==> config.mk <==
export PLATFORM = sky130hd
export DESIGN_NAME = unsort4
export DESIGN_NICKNAME = d
export VERILOG_FILES = /design/src/rtl/unsort4_pkg.sv /design/src/rtl/unsort4_chk.sv /design/src/rtl/unsort4.sv
export SDC_FILE = /design/constraint.sdc
export NUM_CORES = 1
export LEC_CHECK = 0
export CAP_MARGIN = 30
export CORE_UTILIZATION = 45
export CTS_BUF_LIST = sky130_fd_sc_hd__clkbuf_16
export CTS_CLUSTER_DIAMETER = 60
export DETAILED_ROUTE_END_ITERATION = 7
export PLACE_DENSITY = 0.74
export SETUP_SLACK_MARGIN = 0.15
export SYNTH_ARGS = -nofsm -noshare
export SYNTH_HDL_FRONTEND = slang
export SYNTH_SLANG_ARGS = --single-unit
==> constraint.sdc <==
create_clock -name clk -period 1.6 [get_ports clk]
set_input_delay 0.16 -clock clk [delete_from_list [all_inputs] [get_ports clk]]
set_output_delay 0.16 -clock clk [all_outputs]
set_load 0.05 [all_outputs]
==> src/rtl/unsort4_pkg.sv <==
// Shared constants and FSM state encoding for the unsort4 block.
package unsort4_pkg;

    localparam int unsigned DW_DEFAULT = 4;  // default data width per element
    localparam int unsigned N_ELEM     = 4;  // elements per tuple (fixed)
    localparam int unsigned IDX_W      = 2;  // width of an element position

    typedef enum logic [0:0] {
        IDLE = 1'b0,
        SEND = 1'b1
    } state_e;

endpackage

==> src/rtl/unsort4_chk.sv <==
// Tuple validator for unsort4: the indices must form a permutation of 0..3
// and the values must be in ascending order. Combinational only.
// Compiled only when UNSORT4_CHECK_EN is defined.
`ifdef UNSORT4_CHECK_EN
module unsort4_chk
    import unsort4_pkg::*;
#(
    parameter int DW = DW_DEFAULT
) (
    input  logic [DW-1:0]    ra,
    input  logic [DW-1:0]    rb,
    input  logic [DW-1:0]    rc,
    input  logic [DW-1:0]    rd,
    input  logic [IDX_W-1:0] ia,
    input  logic [IDX_W-1:0] ib,
    input  logic [IDX_W-1:0] ic,
    input  logic [IDX_W-1:0] id,
    output logic             ok
);

    logic [N_ELEM-1:0] seen;
    logic              perm_ok;
    logic              order_ok;

    // Mark every position named by an index; a permutation marks all four.
    always_comb begin
        seen     = '0;
        seen[ia] = 1'b1;
        seen[ib] = 1'b1;
        seen[ic] = 1'b1;
        seen[id] = 1'b1;
    end

    assign perm_ok  = &seen;
    assign order_ok = (ra <= rb) && (rb <= rc) && (rc <= rd);
    assign ok       = perm_ok && order_ok;

endmodule
`endif

==> src/rtl/unsort4.sv <==
// unsort4: takes a sorted 4-tuple plus the original position of each value,
// scatters it back into a 4-entry buffer and streams the elements out in
// original order (position 0..3) over a valid/ready interface.
// Optional: define UNSORT4_CHECK_EN to validate tuples and pulse err on a
// rejected one (the tuple is then dropped).
module unsort4
    import unsort4_pkg::*;
#(
    parameter int DW = DW_DEFAULT,
    parameter int N  = N_ELEM
) (
    input  logic             clk,
    input  logic             rst_n,
    input  logic             in_valid,
    output logic             in_ready,
    input  logic [DW-1:0]    ra,
    input  logic [DW-1:0]    rb,
    input  logic [DW-1:0]    rc,
    input  logic [DW-1:0]    rd,
    input  logic [IDX_W-1:0] ia,
    input  logic [IDX_W-1:0] ib,
    input  logic [IDX_W-1:0] ic,
    input  logic [IDX_W-1:0] id,
    output logic             out_valid,
    input  logic             out_ready,
    output logic [DW-1:0]    out_data,
    output logic [IDX_W-1:0] out_idx,
    output logic             out_last,
    output logic             err
);

    localparam logic [IDX_W-1:0] LAST = IDX_W'(N - 1);

    state_e           state_q, state_d;
    logic [IDX_W-1:0] cnt_q, cnt_d;
    logic [DW-1:0]    buf_q [N_ELEM];
    logic [DW-1:0]    buf_d [N_ELEM];
    logic             rdy_q;
    logic             last_elem;
    logic             accept;
    logic             xfer;
    logic             tuple_ok;
    logic             take;

    assign last_elem = (cnt_q == LAST);
    assign out_valid = (state_q == SEND);
    assign xfer      = out_valid && out_ready;

    // rdy_q keeps in_ready low during reset and until the first edge after release.
    assign in_ready = rdy_q && ((state_q == IDLE) ||
                                (state_q == SEND && last_elem && out_ready));
    assign accept   = in_valid && in_ready;
    assign take     = accept && tuple_ok;

    assign out_data = out_valid ? buf_q[cnt_q] : '0;
    assign out_idx  = out_valid ? cnt_q : '0;
    assign out_last = out_valid && last_elem;

`ifdef UNSORT4_CHECK_EN
    logic err_q;

    unsort4_chk #(
        .DW (DW)
    ) u_chk (
        .ra (ra),
        .rb (rb),
        .rc (rc),
        .rd (rd),
        .ia (ia),
        .ib (ib),
        .ic (ic),
        .id (id),
        .ok (tuple_ok)
    );

    // One-cycle error pulse following an accepted but invalid tuple.
    always_ff @(posedge clk or negedge rst_n) begin
        if (!rst_n) begin
            err_q <= 1'b0;
        end else begin
            err_q <= accept && !tuple_ok;
        end
    end

    assign err = err_q;
`else
    assign tuple_ok = 1'b1;
    assign err      = 1'b0;
`endif

    // FSM and element counter; a new tuple at the last handshake restarts at 0.
    always_comb begin
        state_d = state_q;
        cnt_d   = cnt_q;
        if (xfer) begin
            if (last_elem) begin
                state_d = IDLE;
                cnt_d   = '0;
            end else begin
                cnt_d = cnt_q + 1'b1;
            end
        end
        if (take) begin
            state_d = SEND;
            cnt_d   = '0;
        end
    end

    // Scatter write; later writes win so duplicate indices favour rd > rc > rb > ra.
    always_comb begin
        for (int k = 0; k < int'(N_ELEM); k++) begin
            buf_d[k] = buf_q[k];
        end
        if (take) begin
            buf_d[ia] = ra;
            buf_d[ib] = rb;
            buf_d[ic] = rc;
            buf_d[id] = rd;
        end
    end

    // State, counter and buffer registers.
    always_ff @(posedge clk or negedge rst_n) begin
        if (!rst_n) begin
            state_q <= IDLE;
            cnt_q   <= '0;
            rdy_q   <= 1'b0;
            for (int k = 0; k < int'(N_ELEM); k++) begin
                buf_q[k] <= '0;
            end
        end else begin
            state_q <= state_d;
            cnt_q   <= cnt_d;
            rdy_q   <= 1'b1;
            for (int k = 0; k < int'(N_ELEM); k++) begin
                buf_q[k] <= buf_d[k];
            end
        end
    end

endmodule

==> results_dict.tcl, run 1 <==
set metrics [dict create \
    run_status "complete, but fails checks" \
    violated_checks "negative setup slack" \
    cellPowerDensity_mw_per_mm2 1565 \
    synth_enable_flop_cells 0 \
    final_hold_viol_count 0 \
    n_fill_cell 209 \
    setup_violations 18 \
    worst_setup_path_start_kind "register" \
    synthFlopType "sky130_fd_sc_hd__dfrtp_1" \
    reg2regPathDepth 6 \
    most-common-layout-cells "46 x sky130_fd_sc_hd__buf_4, 25 x sky130_fd_sc_hd__clkdlybuf4s50_1, 17 x sky130_fd_sc_hd__dfrtp_1, 14 x sky130_fd_sc_hd__nor2_1, 14 x sky130_fd_sc_hd__nand3_1" \
    number_of_vias_after_detailed_routing 1871 \
    utilization_pct 79.57 \
    antennaDiodeCount 0 \
    synth_cell_type_count 42 \
    finClkSkew_ps 3.473 \
    place.detailed.hpwl_um 4485 \
    placement.io_buffers 36 \
    cp_top_family "multiplexers" \
    routed_wl_um 6118 \
    combined_buffer_and_inverter_count_along_the_critical_path 2 \
    synth-seq-cells 20 \
    clock-sinks 20 \
    grt_start_max_net_pins 21 \
    floorplan.die_area_mm2 0.003954 \
    max-vdd-ir-drop_uv 580.5 \
    crit-reg2reg-launch "cnt_q[0]" \
    grt_util_met2_pct 60.35 \
    number_of_drc_markers_in_iteration_0 105 \
    syn2layout_area_growth_pct 64.22 \
    fmaxAchievable_mhz 577.0 \
    yosys_warnings 0 \
    timing.critical_path.slowest_cell_delay_ps 490 \
    static-leakage-power_nw 1.219 \
    finalCritPeriodShare_pct 108.3 \
    gr_util_all_layers_pct 31.97 \
    syn_area_mm2 0.001668 \
    fin_tns_setup_ps -1354 \
    post_synth.cell_area_avg_um2 9.064 \
    synthesis.nets 213 \
    initial_core_util_pct 48.46 \
    preCtsSetupSlack_ps -321.1 \
    grt_most_used_layer "met2" \
    netlist_instances 184 \
    final_antenna_net_count 0 \
    timing.hold.worst.class "in -> async" \
    final_design_area_no_fill_mm2 0.002739 \
    fp.dieW_um 62.88 \
    cp_cell_sequence "buf_12, mux4_2, and2_4, buf_8" \
    critPathSlowestCell "sky130_fd_sc_hd__mux4_2" \
    critical_path_peak_fanout 4 \
    setup_slack_of_the_most_critical_reg_to_reg_path_ps -100 \
    finalMaxSlewViolations 0 \
    detail_route.wl_per_cell_um 19.93 \
    report.power.total_mw 4.285 \
    global_route_wire_length_before_repair_um 9577 \
    finalWeightedCongestion 0.9655 \
    max_buffers_root_to_sink 2 \
    clkLatencyLatePin_ps 260 \
    share_of_post_route_cells_with_drive_strength_above_1_pct 41.00 \
    ys_seq_area_share_pct 30.01 \
    dieHeight_um 62.88 \
    coreArea_mm2 0.003442 \
    finish.net_count 291 \
    period_minus_slack_ps 1733 \
    unrepaired_setup_endpoints_after_global_routing "yes" \
    max_cap_viol_count 0 \
    grtUsageMet3_pct 2.372 \
    tritoncts "yes" \
    htreeDepth 1 \
    placementRows 21 \
    cts-buffers-inserted 3 \
    total_overflow_reported_by_the_global_router 0 \
    first_global_vias 1927 \
    worst_slack_ps -133.2 \
    cts.clk_slew.worst_paths_ps 60 \
    endpoint_kind "primary output" \
    layout_commonest_cell "sky130_fd_sc_hd__buf_4" \
    worstSetupPathType "reg -> out" \
    routed_via_density 6.094 \
    drt_pass1_iterations 5 \
    floorplan.io_pins 38 \
    clock-root-buffer "sky130_fd_sc_hd__clkbuf_16" \
    grt.met1_usage_pct 36.53 \
    asyncSetResetFlopFracSynth_pct 100.0 \
    dpl_cell_area_mm2 0.002461 \
    worst_ep_required_time_ps 1440 \
    detail_route.drc_violations 0 \
    grt_antenna_before_repair 0 \
    crit-reg2reg-capture "buf_q[5]" \
    worst-endpoint-arrival_ps 1570 \
]
layer usage:
metal	part of all wire [%]	wire (um)
met5	0	0
met4	4.2	254
met3	4.7	288
met2	53	3221
met1	38	2354
flip-flops by register name, indices dropped and copies added, names as in the netlist:
| register | flops |
|---|---|
| buf_q | 16 |
| cnt_q | 2 |
| out_valid | 1 |
| rdy_q | 1 |
how the worst max path moves through the flow:
stage / to / cells past startpoint / from / slack, ps
floorplan: buf_q[12] / 4 / out_valid / -60
global placement: buf_q[12] / 4 / ic[0] / -310
detailed placement: buf_q[14] / 4 / ic[0] / -320
CTS: out_data[2] / 4 / cnt_q[0] / -130
global route: out_data[0] / 4 / cnt_q[0] / -150
finish: out_data[0] / 4 / cnt_q[0] / -130
worst reg2reg max path, stage by stage, from the launching register on:
cell                      delay [ps]
sky130_fd_sc_hd__dfrtp_2         430
sky130_fd_sc_hd__buf_4           160
sky130_fd_sc_hd__ha_4            180
sky130_fd_sc_hd__a21bo_4         230
sky130_fd_sc_hd__nand3_4         100
sky130_fd_sc_hd__a31o_4          160
sky130_fd_sc_hd__mux2_4          320
report_power, final:
part | switching (mW) | internal, mW | leakage [nW]
combinational | 1.27 | 1.38 | 0.934
clock | 0.204 | 0.497 | 0.0511
sequential | 0.191 | 0.747 | 0.235
total | 1.67 | 2.62 | 1.22
cell usage after synthesis (2+ instances only):
cell type                  number  share of area [%]
sky130_fd_sc_hd__or3_1          3                1.1
sky130_fd_sc_hd__nand3_1       15                4.5
sky130_fd_sc_hd__conb_1         2               0.45
sky130_fd_sc_hd__nand2b_1       6                2.3
sky130_fd_sc_hd__a31o_2         2                1.1
sky130_fd_sc_hd__buf_2          6                1.8
sky130_fd_sc_hd__inv_1          8                1.8
sky130_fd_sc_hd__a31oi_1       11                4.1
sky130_fd_sc_hd__o221ai_1       4                2.1
sky130_fd_sc_hd__and3b_1        8                4.2
sky130_fd_sc_hd__mux4_2         4                5.4
sky130_fd_sc_hd__clkbuf_1       2               0.45
sky130_fd_sc_hd__nor2b_1        3                1.1
sky130_fd_sc_hd__a221oi_1       7                3.7
sky130_fd_sc_hd__mux2i_1        4                2.4
sky130_fd_sc_hd__nor2_1        16                3.6
sky130_fd_sc_hd__nand2_1       10                2.3
sky130_fd_sc_hd__and2_1         9                3.4
sky130_fd_sc_hd__dfrtp_1       20                 30
sky130_fd_sc_hd__buf_4          2               0.90
sky130_fd_sc_hd__o21ai_0        2               0.60
sky130_fd_sc_hd__o41ai_1        3                1.6
sky130_fd_sc_hd__mux2_2        11                7.4
sky130_fd_sc_hd__o211ai_1       4                1.8
sky130_fd_sc_hd__a21oi_1        5                1.5
layout make-up:
cell class	instances	area, um^2	share of cell area [%]
Multi-Input combinational cell	145	1246	45.50
Timing Repair Buffer	84	795.8	29.05
Clock inverter	1	30.03	1.096
Sequential cell	20	504.2	18.41
Tap cell	46	57.56	2.101
Clock buffer	3	75.07	2.741
Inverter	8	30.03	1.096
repair_timing:
action | CTS | global route
gates resized for setup | 32 | 6
hold buffers | 0 | 0
pin swaps | 6 | 1
setup endpoints to repair | 21 | 22
setup buffers | 4 | 0
per-stage QoR:
step / hold WS (ps) / instances
2_1_floorplan: -135.6 / 184
3_3_place_gp: 486.8 / 299
3_5_place_dp: 499.5 / 299
4_1_cts: 254.6 / 307
5_1_grt: 283.5 / 307
6_report: 250.3 / 307
kinds of logic after synthesis:
kind of cell / synth area share [%]
multiplexers: 15.23
flip-flops: 30.01
AO/OA/AOI/OAI: 21.68
other: 0.4503
AND/OR/NAND/NOR: 26.26
adder cells (fa/ha/maj): 0.7501
buffers and inverters: 5.626
Power figures use the tool's default switching activity.
==> run 2: changes to the inputs <==
- CORE_ASPECT_RATIO: unset -> 1.4
==> run 2 against run 1 <==
- the flow still finishes with violations (negative setup slack)
- fmax rose by 0.59%
- clock skew barely moved
- total power fell by 7.1%
- critical path depth did not move
- register-to-register slack improved by 20 ps
- flip-flop and latch count did not move
- combinational power fell by 3%
- sequential share of layout area rose by 0.79 points
==> results_dict.tcl, run 2 (synthesis results as in run 1) <==
set metrics [dict create \
    grt_start_max_net_pins 21 \
    final_design_area_no_fill_mm2 0.002626 \
    number_of_drc_markers_in_iteration_0 39 \
    max_buffers_root_to_sink 2 \
    placementRows 25 \
    largest-register "buf_q" \
    finClkSkew_ps 3.701 \
    worst-endpoint-arrival_ps 1560 \
    drt_pass1_iterations 6 \
    floorplan.io_pins 38 \
    cts-hold-fix-buffers 0 \
    detail_route.wl_per_cell_um 19.14 \
    unrepaired_setup_endpoints_after_global_routing "yes" \
    grt.met1_usage_pct 27.72 \
    max-vdd-ir-drop_uv 1703 \
    most-common-layout-cells "40 x sky130_fd_sc_hd__buf_4, 21 x sky130_fd_sc_hd__clkdlybuf4s50_1, 17 x sky130_fd_sc_hd__dfrtp_1, 15 x sky130_fd_sc_hd__nor2_1, 14 x sky130_fd_sc_hd__nand3_1" \
    p_comb_share_pct 64.4 \
    syn2layout_area_growth_pct 57.46 \
    total_overflow_reported_by_the_global_router 0 \
    finalWeightedCongestion 0.8865 \
    grtUsageMet3_pct 4.090 \
    static-leakage-power_nw 1.169 \
    fp.dieW_um 53.45 \
    cts-buffers-inserted 3 \
    share_of_post_route_cells_with_drive_strength_above_1_pct 37.25 \
    worst_ep_required_time_ps 1440 \
    final_hold_viol_count 0 \
    clock-root-buffer "sky130_fd_sc_hd__clkbuf_16" \
    first_global_vias 1930 \
    max_cap_viol_count 0 \
    detail_route.drc_violations 0 \
    preCtsSetupSlack_ps -350.7 \
    htreeDepth 1 \
    run_status "complete, but fails checks" \
    internal_power_mw 2.437 \
    finalMaxSlewViolations 0 \
    global_route_wire_length_before_repair_um 8818 \
    initial_core_util_pct 48.04 \
    largest_register_ffs 16 \
    largest_registers "buf_q: 16 flops, cnt_q: 2 flops" \
    critPathSlowestCell "sky130_fd_sc_hd__mux4_2" \
    coreArea_mm2 0.003472 \
    finish.net_count 285 \
    proportion_of_power_drawn_by_flip_flops_and_latches_pct 23.0 \
    gr_util_all_layers_pct 31.41 \
    place.detailed.instances 288 \
    cellPowerDensity_mw_per_mm2 1516 \
    grt_most_used_layer "met2" \
    clock-sinks 20 \
    dieHeight_um 74.04 \
    routed_wl_um 5646 \
    reg2regPathDepth 6 \
    sw_frac_of_total_pct 38.81 \
    placement.io_buffers 36 \
    cp_cell_sequence "buf_6, mux4_2, and2_4, buf_8" \
    antennaDiodeCount 0 \
    setup_violations 13 \
    fmaxAchievable_mhz 580.4 \
    clkLatencyLatePin_ps 250 \
    report.power.total_mw 3.982 \
    violated_checks "negative setup slack" \
    grt_antenna_before_repair 0 \
    worst_slack_ps -123.1 \
    worst_setup_path_start_kind "register" \
    worstSetupPathType "reg -> out" \
    final_antenna_net_count 0 \
    finalCritPeriodShare_pct 107.7 \
    endpoint_kind "primary output" \
    timing.critical_path.slowest_cell_delay_ps 500 \
    number_of_vias_after_detailed_routing 1780 \
    layout_commonest_cell "sky130_fd_sc_hd__buf_4" \
    critical_path_peak_fanout 3 \
    timing.hold.worst.class "in -> async" \
    period_minus_slack_ps 1723 \
    final-instance-count-excl-fill 295 \
    grt_util_met2_pct 60.42 \
    routed_via_density 6.034 \
    place.detailed.hpwl_um 4727 \
    total_switching_power_mw 1.545 \
    tritoncts "yes" \
    cts.clk_slew.worst_paths_ps 50 \
    utilization_pct 75.64 \
    power_frac_clock_pct 12.6 \
    dpl_cell_area_mm2 0.002404 \
    floorplan.die_area_mm2 0.003957 \
]
==> run 2: changes by cell type in the layout (fill, tap and decap cells not counted), moves of 3 or more <==
cell and change:
sky130_fd_sc_hd__o41ai_2 -3, sky130_fd_sc_hd__clkdlybuf4s50_1 -4, sky130_fd_sc_hd__dlygate4sd2_1 +4, sky130_fd_sc_hd__buf_4 -6
sky130_fd_sc_hd__o41ai_1 +3
==> run 2: power by group through the flow <==
stage | Sequential (mW) | Clock, mW | Combinational (mW)
final | 0.917 | 0.503 | 2.56
after global routing | 0.941 | 0.540 | 2.70
after CTS | 0.920 | 0.502 | 2.53
after detailed placement | 0.912 | 0 | 2.15
after global placement | 0.900 | 0 | 2.07
after floorplan | 0.889 | 0 | 1.40
==> run 2: layout make-up <==
cell class / instances / area, um^2
multi-input combinational: 145 / 1226
fill: 256 / 845.8
timing repair buffer: 78 / 737.0
sequential: 20 / 504.2
clock buffer: 3 / 75.07
tap: 40 / 50.05
inverter: 8 / 30.03
clock inverter: 1 / 3.754
==> run 2: layer usage <==
layer,vias up,share of wire (%)
met5,-,0
met4,0,7.0
met3,27,2.6
met2,54,57
met1,861,33
li1,838,-
==> run 2: final timing paths <==
check | endpoint | start | slack (ps)
max in group asynchronous | cnt_q[1] | rst_n | 1130
max | out_data[1] | cnt_q[0] | -120
min | out_valid | rst_n | 240
min reg2reg | buf_q[9] | buf_q[9] | 510
max reg2reg | buf_q[11] | cnt_q[0] | -80
min in group clk | buf_q[9] | buf_q[9] | 510
==> run 2: stage by stage <==
stage               setup TNS [ps]  hold slack (ps)
floorplan                   -176.0           -135.6
global placement             -3206            483.0
detailed placement           -4111            497.6
CTS                         -551.2            258.2
global route                 -1799            277.6
finish                       -1103            242.3
==> run 2: worst max-delay path: cells and delay by family, from the launching register on <==
kind / cells / cell delay [ps]
buffers and inverters: 2 / 260
muxes: 1 / 500
and+or+nand+nor: 1 / 160
DFF: 1 / 390
==> run 2: what timing repair did <==
| item | 4_1_cts | 5_1_grt |
|---|---|---|
| gates resized for setup | 40 | 1 |
| endpoints found under the setup margin | 21 | 21 |
| pin swaps | 7 | 1 |
| setup buffers | 2 | 1 |
==> run 3: changes to the inputs <==
- SYNTH_HIERARCHICAL: unset -> 1
==> results of run 3 <==
No change in the layout: final DEF, timing and power equal those of run 2.
Among the figures that moved: Yosys warning count 0 -> 6
